--- config.mk ---
export PLATFORM = sky130hd
export DESIGN_NAME = harvard_bus_adapter
export DESIGN_NICKNAME = d
export VERILOG_FILES = /design/src/rtl/bus_pkg.sv /design/src/rtl/harvard_bus_adapter.sv
export SDC_FILE = /design/constraint.sdc
export NUM_CORES = 1
export LEC_CHECK = 0
export ABC_AREA = 1
export CAP_MARGIN = 20
export CORE_AREA = 2 2 105 107
export DETAILED_ROUTE_END_ITERATION = 12
export DIE_AREA = 0 0 107 109
export PLACE_DENSITY = 0.88
export SLEW_MARGIN = 20
export SYNTH_ARGS = -nofsm -noshare
export SYNTH_HDL_FRONTEND = slang
export SYNTH_SLANG_ARGS = --single-unit
--- constraint.sdc ---
create_clock -name clk -period 2.7 [get_ports clk]
set_input_delay 0.27 -clock clk [delete_from_list [all_inputs] [get_ports clk]]
set_output_delay 0.27 -clock clk [all_outputs]
set_load 0.01 [all_outputs]
--- src/rtl/bus_pkg.sv ---
// Shared types and constants for the Harvard-to-Avalon bus adapter.
package bus_pkg;

    // Adapter sequencing states; DECIDE is the one-cycle substate of FETCH
    // that gives the CPU a cycle to decode the freshly captured instruction.
    typedef enum logic [2:0] {
        IDLE   = 3'd0,
        FETCH  = 3'd1,
        DECIDE = 3'd2,
        DATA   = 3'd3,
        EXEC   = 3'd4,
        HALT   = 3'd5
    } adapter_state_t;

    // Every bus access is a full 32-bit word.
    localparam logic [3:0] BYTEENABLE_ALL = 4'b1111;

endpackage

--- src/rtl/harvard_bus_adapter.sv ---
// Serialises the Harvard CPU's instruction and data ports onto a single
// Avalon-style bus: fetch, optional data access, then one execute strobe.
//
// Bus handshake: a transfer is offered while read or write is high and
// completes on the first clock edge where waitrequest is low. Until then
// address, read, write and writedata stay unchanged, because they are derived
// from the state and the CPU ports, and the CPU only moves on clock_enable.
module harvard_bus_adapter
    import bus_pkg::*;
#(
    parameter logic [31:0] RESET_VECTOR = 32'hBFC00000
) (
    input  logic        clk,
    input  logic        reset,
    input  logic        cpu_active,
    input  logic [31:0] cpu_instr_address,
    output logic [31:0] cpu_instr_readdata,
    input  logic [31:0] cpu_data_address,
    input  logic        cpu_data_read,
    input  logic        cpu_data_write,
    input  logic [31:0] cpu_data_writedata,
    output logic [31:0] cpu_data_readdata,
    output logic        cpu_clock_enable,
    output logic [31:0] address,
    output logic        read,
    output logic        write,
    output logic [31:0] writedata,
    output logic [3:0]  byteenable,
    input  logic        waitrequest,
    input  logic [31:0] readdata
);

    adapter_state_t state;
    adapter_state_t next_state;
    logic [31:0]    instr_buf;
    logic [31:0]    data_buf;

    // The fetch address always comes from the CPU; the reset vector is only
    // documentation here. Byte offsets are dropped for word addressing.
    logic unused_bits;
    assign unused_bits = ^{RESET_VECTOR, cpu_instr_address[1:0], cpu_data_address[1:0]};

    assign byteenable         = BYTEENABLE_ALL;
    assign cpu_instr_readdata = instr_buf;
    assign cpu_data_readdata  = data_buf;

    // State register; reset abandons any transfer in flight.
    always_ff @(posedge clk) begin
        if (reset) begin
            state <= IDLE;
        end else begin
            state <= next_state;
        end
    end

    // Capture returned words on the edge that completes each read.
    always_ff @(posedge clk) begin
        if (reset) begin
            instr_buf <= 32'd0;
            data_buf  <= 32'd0;
        end else begin
            if (state == FETCH && !waitrequest) begin
                instr_buf <= readdata;
            end
            if (state == DATA && cpu_data_read && !waitrequest) begin
                data_buf <= readdata;
            end
        end
    end

    // Next-state and bus/CPU strobes; read wins when both data requests are set.
    always_comb begin
        next_state       = state;
        read             = 1'b0;
        write            = 1'b0;
        address          = 32'd0;
        writedata        = 32'd0;
        cpu_clock_enable = 1'b0;
        case (state)
            IDLE: begin
                cpu_clock_enable = 1'b1;
                next_state       = FETCH;
            end
            FETCH: begin
                read    = 1'b1;
                address = {cpu_instr_address[31:2], 2'b00};
                if (!waitrequest) begin
                    next_state = DECIDE;
                end
            end
            DECIDE: begin
                if (cpu_data_read || cpu_data_write) begin
                    next_state = DATA;
                end else begin
                    next_state = EXEC;
                end
            end
            DATA: begin
                address = {cpu_data_address[31:2], 2'b00};
                if (cpu_data_read) begin
                    read = 1'b1;
                end else if (cpu_data_write) begin
                    write     = 1'b1;
                    writedata = cpu_data_writedata;
                end
                if (!waitrequest) begin
                    next_state = EXEC;
                end
            end
            EXEC: begin
                cpu_clock_enable = 1'b1;
                next_state       = cpu_active ? FETCH : HALT;
            end
            HALT: begin
                next_state = HALT;
            end
            default: begin
                next_state = IDLE;
            end
        endcase
    end

endmodule

==> impl_metrics.csv <==
group,metric,value,unit
floorplan,die_height,109,µm
hold_path,min-delay-path-class,"register to register",
clocking,hold_buf_cts,0,
floorplan,io_pins,269,
timing,rsz0062_at_grt,"false",
timing,maxClockFrequency,409,MHz
timing,setup_violations,0,
synth,synth-seq-cells,67,
clocking,cts-root-to-sink-buffers,2,
worst_setup_path,ws_path_type,"register to output port",
placed_design,detailed_place.area,6280,µm²
synth,synthDistinctLibCells,19,
grt,grtUsageTotal,21.6,%
route,detailroute.via_count,4525,
finish,final_cell_area,6520,µm²
grt,grt_max_degree,66,
placed_design,port-buffer-count,258,
route,wl_met2,6.27,mm
route,detail_route.wirelength,12.9,mm
finish,area_growth_syn_to_layout,76.3,%
timing,finalSetupTns,0,ns
worst_setup_path,path_max_fanout,23,
timing,timing.final.crit_period,2.45,ns
synth,syn_area_per_cell,6.13,µm²
finish,drive_gt1_share,4.05,%
route,wl_met1,5.38,mm
pwr,peakVddDrop,0.000268,V
run_status,status,"complete, no violations",
worst_setup_path,setup.worst_path.start,"state[0]",
clocking,post_cts_resize_count,0,
worst_setup_path,cp-start-kind,"register",
finish,antenna_diode_instance_count,0,
pwr,power_density_over_the_cells,471,nW/µm²
floorplan,core_area,10600,µm²
floorplan,fp.dieArea,11700,µm²
clocking,clock_tree_from_tritoncts,"done",
worst_setup_path,path_cells,"nand2_1 -> nor2_4 -> nand3_2 -> buf_4 -> nor2_1 -> clkdlybuf4s50_1",
route,route.detailed.wl_per_inst,13.2,µm
grt,globalRouteOverflowTotal,0,
worst_setup_path,crit_path_top_delay_cell,"sky130_fd_sc_hd__clkdlybuf4s50_1",
hold_path,worstHoldStart,"cpu_data_readdata[18]",
route,antenna_violating_nets_post_route,0,
clocking,clk_pin_slew,0.07,ns
grt,first_global_vias,4121,
worst_setup_path,timing.rr.start,"state[0]",
synth,post_synth_instance_area,3700,µm²
route,post_drt_via_cell_ratio,4.62,
floorplan,die_x,107,µm
floorplan,initial_utilization,34.9,%
worst_setup_path,critPathMaxStageDelay,0.55,ns
grt,grt_first_pass_wirelength,20.2,mm
synth,ys_seq_area_share,36.2,%
route,drt_first_pass_iters,5,
worst_setup_path,critPathCaptureType,"output port",
timing,fin_worst_skew,0.0101,ns
timing,hold_viol_final,0,
synth,synthCells,604,
synth,yosys_warnings,0,
worst_setup_path,worst-endpoint-arrival,2.18,ns
placed_design,dp_hpwl,9.53,mm
flow_run,drv_cap,0,
clocking,h_tree_lvls,3,
finish,final_net_count,969,
route,detailedRoute.firstIterationViolations,319,
grt,grt_antenna_before_repair,0,
route,routed-wl-met3,1.05,mm
timing,tightest_slew,0.694,ns
clocking,ctsRootBufferMaster,"sky130_fd_sc_hd__clkbuf_8",
clocking,cts-buffers-inserted,9,
pwr,power.leakage,2.90,nW
timing,maxSlewViolCount,0,
clocking,cts_post_setup_buffers_inserted,0,
floorplan,std_cell_rows,38,
timing,maxSlewHeadroom,53.7,%
clocking,clock_sinks,67,
timing,period_share,90.7,%
route,remaining_drc_errors,0,
clocking,clock_latency,0.34,ns
placed_design,gp_congestion,0.776,
route,dr.max_layer_used,"met4",
worst_setup_path,cp_required,2.43,ns
critical path, delay by kind of cell, from the launching register on:
kind          cells  cell delay, ns
simple gates      4            0.57
buf+inv           2            0.84
flops             1            0.45
layout make-up:
class | instances | area (µm²)
fillers | 966 | 4080
clock buffers | 10 | 128
well taps | 140 | 175
repair buffers | 268 | 2680
multi-input cells | 417 | 1810
clock inverters | 6 | 113
flip-flops and latches | 67 | 1340
inverters | 72 | 270
cells in the final DEF, fill, tap and decap left out, drive strengths merged:
cell type        n
clkdlybuf4s50  258
nand2          139
nor2           135
inv             73
nand3           68
dfxtp           67
a21oi           35
nand4           32
clkbuf          10
buf             10
conb             6
bufinv           3
clkinv           2
o21ai            1
and2             1
state kept, by name (all words and copies together), names as in the netlist:
register,cells
cpu_data_readdata,32
cpu_instr_readdata,32
state,3
final timing paths:
path                      endpoint  slack, ns  depth (start not counted)
max                   writedata[1]       0.25                          6
min          cpu_data_readdata[18]       0.48                          2
max reg2reg  cpu_data_readdata[25]       0.68                          7
min reg2reg  cpu_data_readdata[18]       0.48                          2
cell usage after synthesis:
cell type                  number  area (µm²)
sky130_fd_sc_hd__nand3_2        1        10.0
sky130_fd_sc_hd__nor2_4         3        33.8
sky130_fd_sc_hd__nand3_1       67         335
sky130_fd_sc_hd__nand2_1      139         522
sky130_fd_sc_hd__nand4_1       32         200
sky130_fd_sc_hd__nor2_1       131         492
sky130_fd_sc_hd__buf_2         18        90.1
sky130_fd_sc_hd__a21oi_1       35         175
sky130_fd_sc_hd__buf_6          6        67.6
sky130_fd_sc_hd__inv_2          2        7.51
sky130_fd_sc_hd__buf_4          9        67.6
sky130_fd_sc_hd__inv_1         70         263
sky130_fd_sc_hd__nor2_2         1        6.26
sky130_fd_sc_hd__conb_1         2        7.51
sky130_fd_sc_hd__and2_1         1        6.26
sky130_fd_sc_hd__o21ai_0        1        5.00
sky130_fd_sc_hd__clkbuf_1      18        67.6
sky130_fd_sc_hd__buf_1          1        3.75
sky130_fd_sc_hd__dfxtp_1       67        1340
per-layer routing:
layer	track usage (%)	vias up
li1	-	2323
met1	26.7	1987
met2	36.5	194
met3	5.56	21
met4	7.14	0
met5	0	-
logic make-up after synthesis:
group / synth area share (%)
other cells: 0.203
buf+inv: 15.3
flops: 36.2
simple gates: 43.4
compound gates: 4.87
per-stage QoR:
| step | instances | worst slack, ns | hold WS, ns | util [%] | power [mW] |
|---|---|---|---|---|---|
| after floorplan | 608 | 1.28 | 0.339 | - | 1.57 |
| after detailed placement | 964 | 0.327 | 0.469 | 59.3 | 2.09 |
| after global placement | 964 | 0.395 | 0.460 | 59.3 | 2.08 |
| after CTS | 980 | 0.139 | 0.487 | 61.5 | 3.10 |
| after global routing | 980 | 0.0806 | 0.507 | 61.5 | 3.24 |
| final | 980 | 0.252 | 0.482 | 61.5 | 3.07 |
power by group:
part | internal (mW) | total (mW) | switching [mW]
logic | 0.504 | 0.968 | 0.464
registers | 1.05 | 1.10 | 0.0450
clock network | 0.617 | 1.01 | 0.388
total | 2.18 | 3.07 | 0.897
Power figures use the tool's default switching activity.
